File: src/rtl/mem_access_sequencer.sv
// Initiator-side RAM access sequencer.
// It takes one read or write request at a time, drives the RAM port and waits
// for MFC. The access ends with a one-cycle Done pulse. A wait counter bounds
// every access, so a memory that never answers cannot hang the control unit.
module mem_access_sequencer #(
    parameter int ADDR_WIDTH     = 6,
    parameter int DATA_WIDTH     = 32,
    parameter int SETUP_CYCLES   = 1,   // 1..15
    parameter int TIMEOUT_CYCLES = 16   // 1..255
) (
    input  logic                  Clock,
    input  logic                  Reset,
    input  logic                  Req_Read,
    input  logic                  Req_Write,
    input  logic [ADDR_WIDTH-1:0] Req_Address,
    input  logic [DATA_WIDTH-1:0] Req_Write_Data,
    input  logic                  Error_Clear,
    output logic                  Busy,
    output logic                  Done,
    output logic [DATA_WIDTH-1:0] Read_Data,
    output logic                  Timeout_Error,
    output logic [ADDR_WIDTH-1:0] RAM1_Address,
    output logic                  RAM1_Read_H_Write_L,
    output logic                  RAM1_Out_Enable,
    output logic [DATA_WIDTH-1:0] RAM1_Data_In,
    input  logic [DATA_WIDTH-1:0] RAM1_Data_Out,
    input  logic                  RAM1_MFC
);

    typedef enum logic [2:0] {
        ST_IDLE     = 3'd0,
        ST_SETUP    = 3'd1,
        ST_ACCESS   = 3'd2,
        ST_COMPLETE = 3'd3,
        ST_FAIL     = 3'd4,
        ST_RELEASE  = 3'd5
    } state_t;

    localparam logic [3:0] SETUP_LAST   = 4'(SETUP_CYCLES - 1);
    localparam logic [7:0] TIMEOUT_LAST = 8'(TIMEOUT_CYCLES - 1);

    state_t                  state_reg, state_next;
    logic [3:0]              setup_cnt_reg;
    logic [7:0]              wait_cnt_reg;
    logic                    is_read_reg;
    logic [ADDR_WIDTH-1:0]   addr_reg;
    logic [DATA_WIDTH-1:0]   wdata_reg;
    logic [DATA_WIDTH-1:0]   rdata_reg;
    logic                    timeout_err_reg;

    // State register; Reset aborts any access at the next edge.
    always_ff @(posedge Clock) begin
        if (Reset) begin
            state_reg <= ST_IDLE;
        end else begin
            state_reg <= state_next;
        end
    end

    // Next-state logic. MFC is checked before the timeout, so MFC wins when
    // both happen in the same cycle.
    always_comb begin
        state_next = state_reg;
        case (state_reg)
            ST_IDLE: begin
                if (Req_Read || Req_Write) begin
                    state_next = ST_SETUP;
                end
            end
            ST_SETUP: begin
                if (setup_cnt_reg == SETUP_LAST) begin
                    state_next = ST_ACCESS;
                end
            end
            ST_ACCESS: begin
                if (RAM1_MFC) begin
                    state_next = ST_COMPLETE;
                end else if (wait_cnt_reg == TIMEOUT_LAST) begin
                    state_next = ST_FAIL;
                end
            end
            ST_COMPLETE, ST_FAIL: begin
                // A lingering MFC has to drop before the next access may start.
                state_next = RAM1_MFC ? ST_RELEASE : ST_IDLE;
            end
            ST_RELEASE: begin
                if (!RAM1_MFC) begin
                    state_next = ST_IDLE;
                end
            end
            default: state_next = ST_IDLE;
        endcase
    end

    // Request latch, phase counters, read-data capture and sticky timeout flag.
    always_ff @(posedge Clock) begin
        if (Reset) begin
            setup_cnt_reg   <= '0;
            wait_cnt_reg    <= '0;
            is_read_reg     <= 1'b0;
            addr_reg        <= '0;
            wdata_reg       <= '0;
            rdata_reg       <= '0;
            timeout_err_reg <= 1'b0;
        end else begin
            if (state_reg == ST_IDLE && (Req_Read || Req_Write)) begin
                is_read_reg <= Req_Read;   // read wins when both are high
                addr_reg    <= Req_Address;
                wdata_reg   <= Req_Write_Data;
            end

            if (state_reg == ST_SETUP && state_next == ST_SETUP) begin
                setup_cnt_reg <= setup_cnt_reg + 4'd1;
            end else begin
                setup_cnt_reg <= '0;
            end

            if (state_reg == ST_ACCESS) begin
                wait_cnt_reg <= wait_cnt_reg + 8'd1;
            end else begin
                wait_cnt_reg <= '0;
            end

            if (state_reg == ST_ACCESS && RAM1_MFC && is_read_reg) begin
                rdata_reg <= RAM1_Data_Out;
            end

            // A new timeout takes priority over a clear in the same cycle.
            if (state_reg == ST_ACCESS && state_next == ST_FAIL) begin
                timeout_err_reg <= 1'b1;
            end else if (Error_Clear) begin
                timeout_err_reg <= 1'b0;
            end
        end
    end

    // Outputs are decoded from the registered state and held registers.
    always_comb begin
        Busy                = (state_reg != ST_IDLE);
        Done                = (state_reg == ST_COMPLETE) || (state_reg == ST_FAIL);
        RAM1_Out_Enable     = (state_reg == ST_SETUP) || (state_reg == ST_ACCESS);
        RAM1_Read_H_Write_L = !((state_reg == ST_ACCESS) && !is_read_reg);
        RAM1_Address        = addr_reg;
        RAM1_Data_In        = wdata_reg;
        Read_Data           = rdata_reg;
        Timeout_Error       = timeout_err_reg;
    end

endmodule
File: config.mk
export PLATFORM = sky130hd
export DESIGN_NAME = mem_access_sequencer
export DESIGN_NICKNAME = d
export VERILOG_FILES = /design/src/rtl/mem_access_sequencer.sv
export SDC_FILE = /design/constraint.sdc
export NUM_CORES = 1
export LEC_CHECK = 0
export BUFFER_PORTS_ARGS = -buffer_cell sky130_fd_sc_hd__buf_2
export CAP_MARGIN = 15
export CORE_ASPECT_RATIO = 1.75
export CORE_MARGIN = 3
export CORE_UTILIZATION = 42
export CTS_CLUSTER_DIAMETER = 30
export DETAILED_ROUTE_END_ITERATION = 8
export PLACE_DENSITY = 0.75
export SYNTH_ARGS = -nofsm -noshare
export SYNTH_HDL_FRONTEND = slang
export SYNTH_SLANG_ARGS = --single-unit
File: constraint.sdc
create_clock -name Clock -period 1.4 [get_ports Clock]
set_clock_uncertainty 0.1 [all_clocks]
set_input_delay 0 -clock Clock [delete_from_list [all_inputs] [get_ports Clock]]
set_output_delay 0 -clock Clock [all_outputs]
set_load 0.05 [all_outputs]
======== Word level (Yosys, flattened, before mapping) ========
Index checks and enable logic that the tools add are counted.
word-level totals
  register bits ........................... 87
  bits in latches ......................... 0
  memory bits (writable) .................. 0
  bits in read-only memories .............. 0
  bits of input ports ..................... 76
  memories ................................ 0
cells by class
  add/subtract/negate cells ............... 2
  $mul .................................... 0
  divide/modulo/power cells ............... 0
  order comparisons ....................... 0
  equal/unequal tests ..................... 8
  shift operators ......................... 0
  multiplexer cells ....................... 9
  bitwise operators ....................... 2
  reductions and logical operators ........ 18
operator list
  kind                                                             count
  3-bit two-way mux                                                6
  3-bit one-hot mux with 5 select lines                            1
  3-bit == test, second input constant                             3
  8-bit by 1-bit adder with 8-bit output, second input constant    1
  8-bit by 4-bit == test with 1-bit output, second input constant  1
  3-bit by 1-bit == test with 1-bit output, second input constant  2
  3-bit by 2-bit == test with 1-bit output, second input constant  2
  1-bit logical AND                                                6
  2-bit OR reduction                                               3
  4-bit by 1-bit adder with 4-bit output, second input constant    1
  4-bit logical NOT                                                1
  3-bit logical NOT                                                1
  1-bit logical OR                                                 3
  3-bit nonzero test                                               1
  1-bit logical NOT                                                2
  1-bit two-way mux                                                2
  1-bit inverter                                                   2
  2-bit nonzero test                                               1

======== Longest topological paths before layout ========
  word-level depth ........................ 8
  mapped depth ............................ 6
  gate-level depth less buffers ........... 5

======== Worst setup path before layout ========
No wires, ideal clock.
  path kind ............................... register to output
  start point ............................. reg state_reg[1]
  end point ............................... out Done
  arrival time ............................ 1.665 ns
  required time ........................... 1.300 ns
  setup slack ............................. -0.365 ns
  cell stages (with the launch flop) ...... 4
  buffers on the path ..................... 1
  path through ............................ dfxtp_1 -> buf_2 -> nand2b_1 -> o21ai_0
between the ends
  cells in the longest elaborated chain, start to end .. 2
RTL lines
  what                                                                       line  source
  start, declared                                                            42    state_t state_reg, state_next;
  start signal, assigned                                                     56    state_reg <= state_next;
  3-bit by 2-bit == test with 1-bit output or 3-bit == test (tied branches)  140   Done = (state_reg == ST_COMPLETE) || (state_reg == ST_FAIL);
  1-bit logical OR (*)                                                       140
  end, declared                                                              19    output logic Done,
Mark *: on every way between the ends. The rest lies on a longest branch, timed or not.

======== Worst setup path after layout ========
  start point ............................. reg state_reg[1]
  end point ............................... reg wdata_reg[25], in the netlist RAM1_Data_In[25]
between the ends
  cells in the longest elaborated chain, start to end .. 2
RTL lines
  what                  line  source
  3-bit logical NOT     106   if (state_reg == ST_IDLE && (Req_Read || Req_Write)) begin
  1-bit logical AND     106
  end signal, assigned  109   wdata_reg <= Req_Write_Data;
  end, declared         47    logic [DATA_WIDTH-1:0] wdata_reg;
Every way passes these cells.
A chain may end at the register's enable or synchronous reset.

==> impl_metrics.xml <==
<?xml version="1.0" encoding="UTF-8"?>
<metrics>
  <group name="outcome">
    <metric name="run_status" unit="">finished with violations</metric>
    <metric name="violations" unit="">hold timing, setup timing</metric>
  </group>
  <group name="route">
    <metric name="via_per_inst" unit="">5.67</metric>
    <metric name="detail_route.wl_per_cell" unit="um">18.2</metric>
    <metric name="maxUsedRoutingLayer" unit="">met4</metric>
    <metric name="drc" unit="">0</metric>
    <metric name="ant_nets" unit="">0</metric>
    <metric name="detail_route.wirelength.met1" unit="mm">4.67</metric>
    <metric name="detail_route.iter0.violations" unit="">264</metric>
    <metric name="drt_pass1_iterations" unit="">6</metric>
    <metric name="met2_length" unit="mm">7.22</metric>
    <metric name="route.final.wire_length" unit="mm">13.5</metric>
    <metric name="met3RoutedLength" unit="um">961</metric>
    <metric name="vias" unit="">4208</metric>
  </group>
  <group name="logic_synthesis">
    <metric name="synth.largest_area_cell" unit="">sky130_fd_sc_hd__dfxtp_1</metric>
    <metric name="synthSimpleGateAreaFrac" unit="%">16.8</metric>
    <metric name="synth_nets" unit="">487</metric>
    <metric name="synthesis.area" unit="um2">3400</metric>
    <metric name="synthArstFlopShare" unit="%">0</metric>
    <metric name="main_flop_type_after_synthesis" unit="">sky130_fd_sc_hd__dfxtp_1</metric>
    <metric name="synth_area_in_compound_gates" unit="%">24.1</metric>
    <metric name="yosys-top-cells-area" unit="">sky130_fd_sc_hd__dfxtp_1 51%, sky130_fd_sc_hd__a21oi_1 11%, sky130_fd_sc_hd__nand3_1 11%, sky130_fd_sc_hd__o21ai_0 9.6%, sky130_fd_sc_hd__clkbuf_1 3.5%</metric>
    <metric name="synth-warning-count" unit="">0</metric>
    <metric name="synthesized_instance_count" unit="">408</metric>
    <metric name="post_synth.cell_area_avg" unit="um2">8.34</metric>
    <metric name="synth_xor_xnor_area_share" unit="%">1.54</metric>
    <metric name="synth.mux.area_fraction" unit="%">0</metric>
    <metric name="synth_top_family_by_area" unit="">compound AO/OA/AOI/OAI gates</metric>
    <metric name="synth.most_common_cell" unit="">sky130_fd_sc_hd__dfxtp_1</metric>
    <metric name="synth_seq_cells" unit="">87</metric>
    <metric name="synthDistinctLibCells" unit="">34</metric>
    <metric name="synth.yosys.seq_area_share" unit="%">51.2</metric>
    <metric name="synth_commonest_cells" unit="">87 x sky130_fd_sc_hd__dfxtp_1, 75 x sky130_fd_sc_hd__a21oi_1, 73 x sky130_fd_sc_hd__nand3_1</metric>
    <metric name="yosysTopAreaCellShare" unit="%">51.2</metric>
    <metric name="synth-edff-count" unit="">0</metric>
    <metric name="synth_fa_ha_area_share" unit="%">1.10</metric>
  </group>
  <group name="power_and_ir_drop">
    <metric name="power.ir.vdd_worst" unit="uV">1090</metric>
    <metric name="p_total" unit="mW">7.71</metric>
    <metric name="power.static_leakage" unit="nW">2.59</metric>
    <metric name="power-per-cell-area" unit="nW/um2">1270</metric>
  </group>
  <group name="layout">
    <metric name="fillerInstances" unit="">506</metric>
    <metric name="multiInputGateArea" unit="um2">1770</metric>
    <metric name="num_antenna_cells" unit="">0</metric>
    <metric name="drive_above_1_share" unit="%">43.1</metric>
    <metric name="seq_area" unit="um2">1750</metric>
    <metric name="layout.nets" unit="">729</metric>
    <metric name="utilization" unit="%">78.6</metric>
    <metric name="finalInstanceArea" unit="um2">6070</metric>
    <metric name="areaGrowthSynthToFinish" unit="%">78.3</metric>
  </group>
  <group name="setup_path">
    <metric name="reg2reg_to" unit="">RAM1_Data_In[25]$_SDFFE_PP0P_</metric>
    <metric name="cp_data_arrival_time" unit="ns">1.75</metric>
    <metric name="critPathBufInv" unit="">4</metric>
    <metric name="worstSetupEndpointType" unit="">register</metric>
    <metric name="timing.critical_path.slowest_cell_delay" unit="ns">0.32</metric>
    <metric name="critical-path-top-cell-by-count" unit="">sky130_fd_sc_hd__buf_6</metric>
    <metric name="crit_required" unit="ns">1.50</metric>
    <metric name="reg2regPathDepth" unit="">7</metric>
    <metric name="timing.critical_path.from_type" unit="">register</metric>
    <metric name="worstPathMaxFanout" unit="">6</metric>
    <metric name="critical_register_to_register_path_startpoint" unit="">state_reg[1]$_SDFF_PP0_</metric>
    <metric name="critPathTopFamily" unit="">buffers and inverters</metric>
    <metric name="setup.worst_path.class" unit="">register to register</metric>
    <metric name="timing.reg2reg.setup_slack" unit="ns">-0.25</metric>
    <metric name="crit_slowest_cell" unit="">sky130_fd_sc_hd__dfxtp_2</metric>
    <metric name="path_cells" unit="">buf_6 -&gt; nor3_4 -&gt; inv_4 -&gt; buf_4 -&gt; buf_6 -&gt; o21ai_1 -&gt; a21oi_1</metric>
  </group>
  <group name="global_routing">
    <metric name="largest_net_degree_at_the_start_of_global_routing" unit="">74</metric>
    <metric name="antenna_found_initial" unit="">0</metric>
    <metric name="grt_pass1_wl" unit="mm">19.5</metric>
    <metric name="vias_in_the_first_global_route" unit="">4179</metric>
    <metric name="global_route.overflow_total" unit="">0</metric>
    <metric name="global_route.usage.total" unit="%">26.5</metric>
  </group>
  <group name="place">
    <metric name="placement.cell_area" unit="um2">4400</metric>
    <metric name="port_buffers" unit="">150</metric>
    <metric name="place.detailed.hpwl" unit="mm">6.55</metric>
    <metric name="place.gp.congestion" unit="">0.755</metric>
  </group>
  <group name="floorplanning">
    <metric name="die-height" unit="um">125</metric>
    <metric name="core-area" unit="um2">7720</metric>
    <metric name="floorplan.initialDensity" unit="%">44.1</metric>
    <metric name="horizontal_die_dimension" unit="um">74.1</metric>
    <metric name="fp.dieArea" unit="um2">9260</metric>
    <metric name="num_io_pins" unit="">151</metric>
    <metric name="std_cell_rows" unit="">42</metric>
  </group>
  <group name="timing">
    <metric name="worst_hold_slack" unit="ns">-0.0122</metric>
    <metric name="setup_total_negative_slack" unit="ns">-7.60</metric>
    <metric name="worstMarginPinSlew" unit="ns">0.965</metric>
    <metric name="post-route-period-util" unit="%">118</metric>
    <metric name="unrepaired_setup_endpoints_after_global_routing" unit="">yes</metric>
    <metric name="worst_slew_margin_relative_to_its_limit" unit="%">35.7</metric>
    <metric name="period_minus_slack" unit="ns">1.65</metric>
    <metric name="maxSlewViolCount" unit="">0</metric>
    <metric name="final-setup-viol-count" unit="">85</metric>
    <metric name="finalHoldViolCount" unit="">1</metric>
    <metric name="fin_ws" unit="ns">-0.251</metric>
    <metric name="highest_clock_rate" unit="MHz">606</metric>
  </group>
  <group name="worst_hold_path">
    <metric name="worstHoldEndpoint" unit="">state_reg[1]$_SDFF_PP0_</metric>
    <metric name="worstHoldStart" unit="">RAM1_MFC</metric>
    <metric name="worst_hold_path_type" unit="">input port to register</metric>
    <metric name="worstHoldPathCells" unit="">4</metric>
  </group>
  <group name="clock_network">
    <metric name="clk_transition_reported_paths" unit="ns">0.06</metric>
    <metric name="cts.path.max_buffers" unit="">2</metric>
    <metric name="cts-buffers-inserted" unit="">9</metric>
    <metric name="root_buffer_cell" unit="">sky130_fd_sc_hd__clkbuf_16</metric>
    <metric name="tritoncts_num_sinks" unit="">87</metric>
    <metric name="cts_hold_buffers" unit="">73</metric>
    <metric name="worst_skew_pair.late_latency" unit="ns">0.33</metric>
    <metric name="tritoncts_clock_tree" unit="">done</metric>
    <metric name="cts.htree.levels" unit="">3</metric>
  </group>
  <group name="job">
    <metric name="maxCapViolCount" unit="">0</metric>
  </group>
</metrics>
==> worst register-to-register path, stage by stage (launching register included) <==
cell	delay, ns
sky130_fd_sc_hd__dfxtp_2	0.32
sky130_fd_sc_hd__buf_6	0.12
sky130_fd_sc_hd__nor3_4	0.26
sky130_fd_sc_hd__inv_4	0.14
sky130_fd_sc_hd__buf_4	0.16
sky130_fd_sc_hd__buf_6	0.13
sky130_fd_sc_hd__o21ai_1	0.18
sky130_fd_sc_hd__a21oi_1	0.11
==> power breakdown <==
| part | internal, mW | switching [mW] |
|---|---|---|
| Clock | 1.34 | 0.894 |
| Combinational | 1.13 | 1.61 |
| Sequential | 2.64 | 0.0995 |
| Total | 5.11 | 2.60 |
==> worst max path at each step <==
stage / from / to / cells past startpoint
CTS: state_reg[2]$_SDFF_PP0_ / RAM1_Read_H_Write_L / 5
global route: state_reg[1]$_SDFF_PP0_ / RAM1_Data_In[25]$_SDFFE_PP0P_ / 7
finish: state_reg[1]$_SDFF_PP0_ / RAM1_Data_In[25]$_SDFFE_PP0P_ / 7
global placement: wait_cnt_reg[4]$_SDFF_PP0_ / state_reg[2]$_SDFF_PP0_ / 3
floorplan: wait_cnt_reg[4]$_SDFF_PP0_ / state_reg[2]$_SDFF_PP0_ / 3
detailed placement: wait_cnt_reg[4]$_SDFF_PP0_ / state_reg[2]$_SDFF_PP0_ / 3
==> stage by stage <==
| stage | worst slack [ns] | cells |
|---|---|---|
| floorplan | -0.0967 | 408 |
| global placement | -0.0883 | 633 |
| detailed placement | -0.106 | 633 |
| CTS | -0.132 | 738 |
| global route | -0.273 | 742 |
| finish | -0.251 | 742 |
==> kinds of logic after synthesis <==
group | Yosys count
flip-flops | 87
buffers and inverters | 46
adder cells (fa/ha/maj) | 3
AO/OA/AOI/OAI | 157
AND/OR/NAND/NOR | 109
XOR/XNOR | 6
==> metal layers <==
metal	GRT usage, %	vias up
li1	-	1945
met1	27.1	1978
met2	47.3	238
met3	6.10	47
met4	14.7	0
met5	0	-
==> layout make-up <==
type / count / area share (%)
Timing Repair Buffer: 271 / 35.2
Multi-Input combinational cell: 275 / 29.2
Sequential cell: 87 / 28.8
Clock buffer: 15 / 4.58
Tap cell: 88 / 1.81
Inverter: 6 / 0.412
==> placed cells by master, fill, tap and decap left out, drive strengths merged, types with 2 or more instances in the layout <==
cell type	Yosys	routed
a21boi	2	2
xor2	3	3
nand2b	2	2
dlygate4sd3	0	73
buf	8	194
or3b	2	2
nor2	11	11
or3	3	3
a21oi	75	75
nand3	73	73
nor3	2	2
nand2	8	8
dfxtp	87	87
ha	3	3
or4	2	2
inv	6	6
o21ai	74	74
clkbuf	32	19
o32ai	2	2
xnor2	3	3
==> repair_timing <==
item                                   CTS  global route
setup endpoints to repair               86            90
endpoints found under the hold margin   73             1
resized for setup                       75            61
pin swaps                                8            21
gates cloned                             5             5
setup buffers                           12             1
Power figures use the tool's default switching activity.
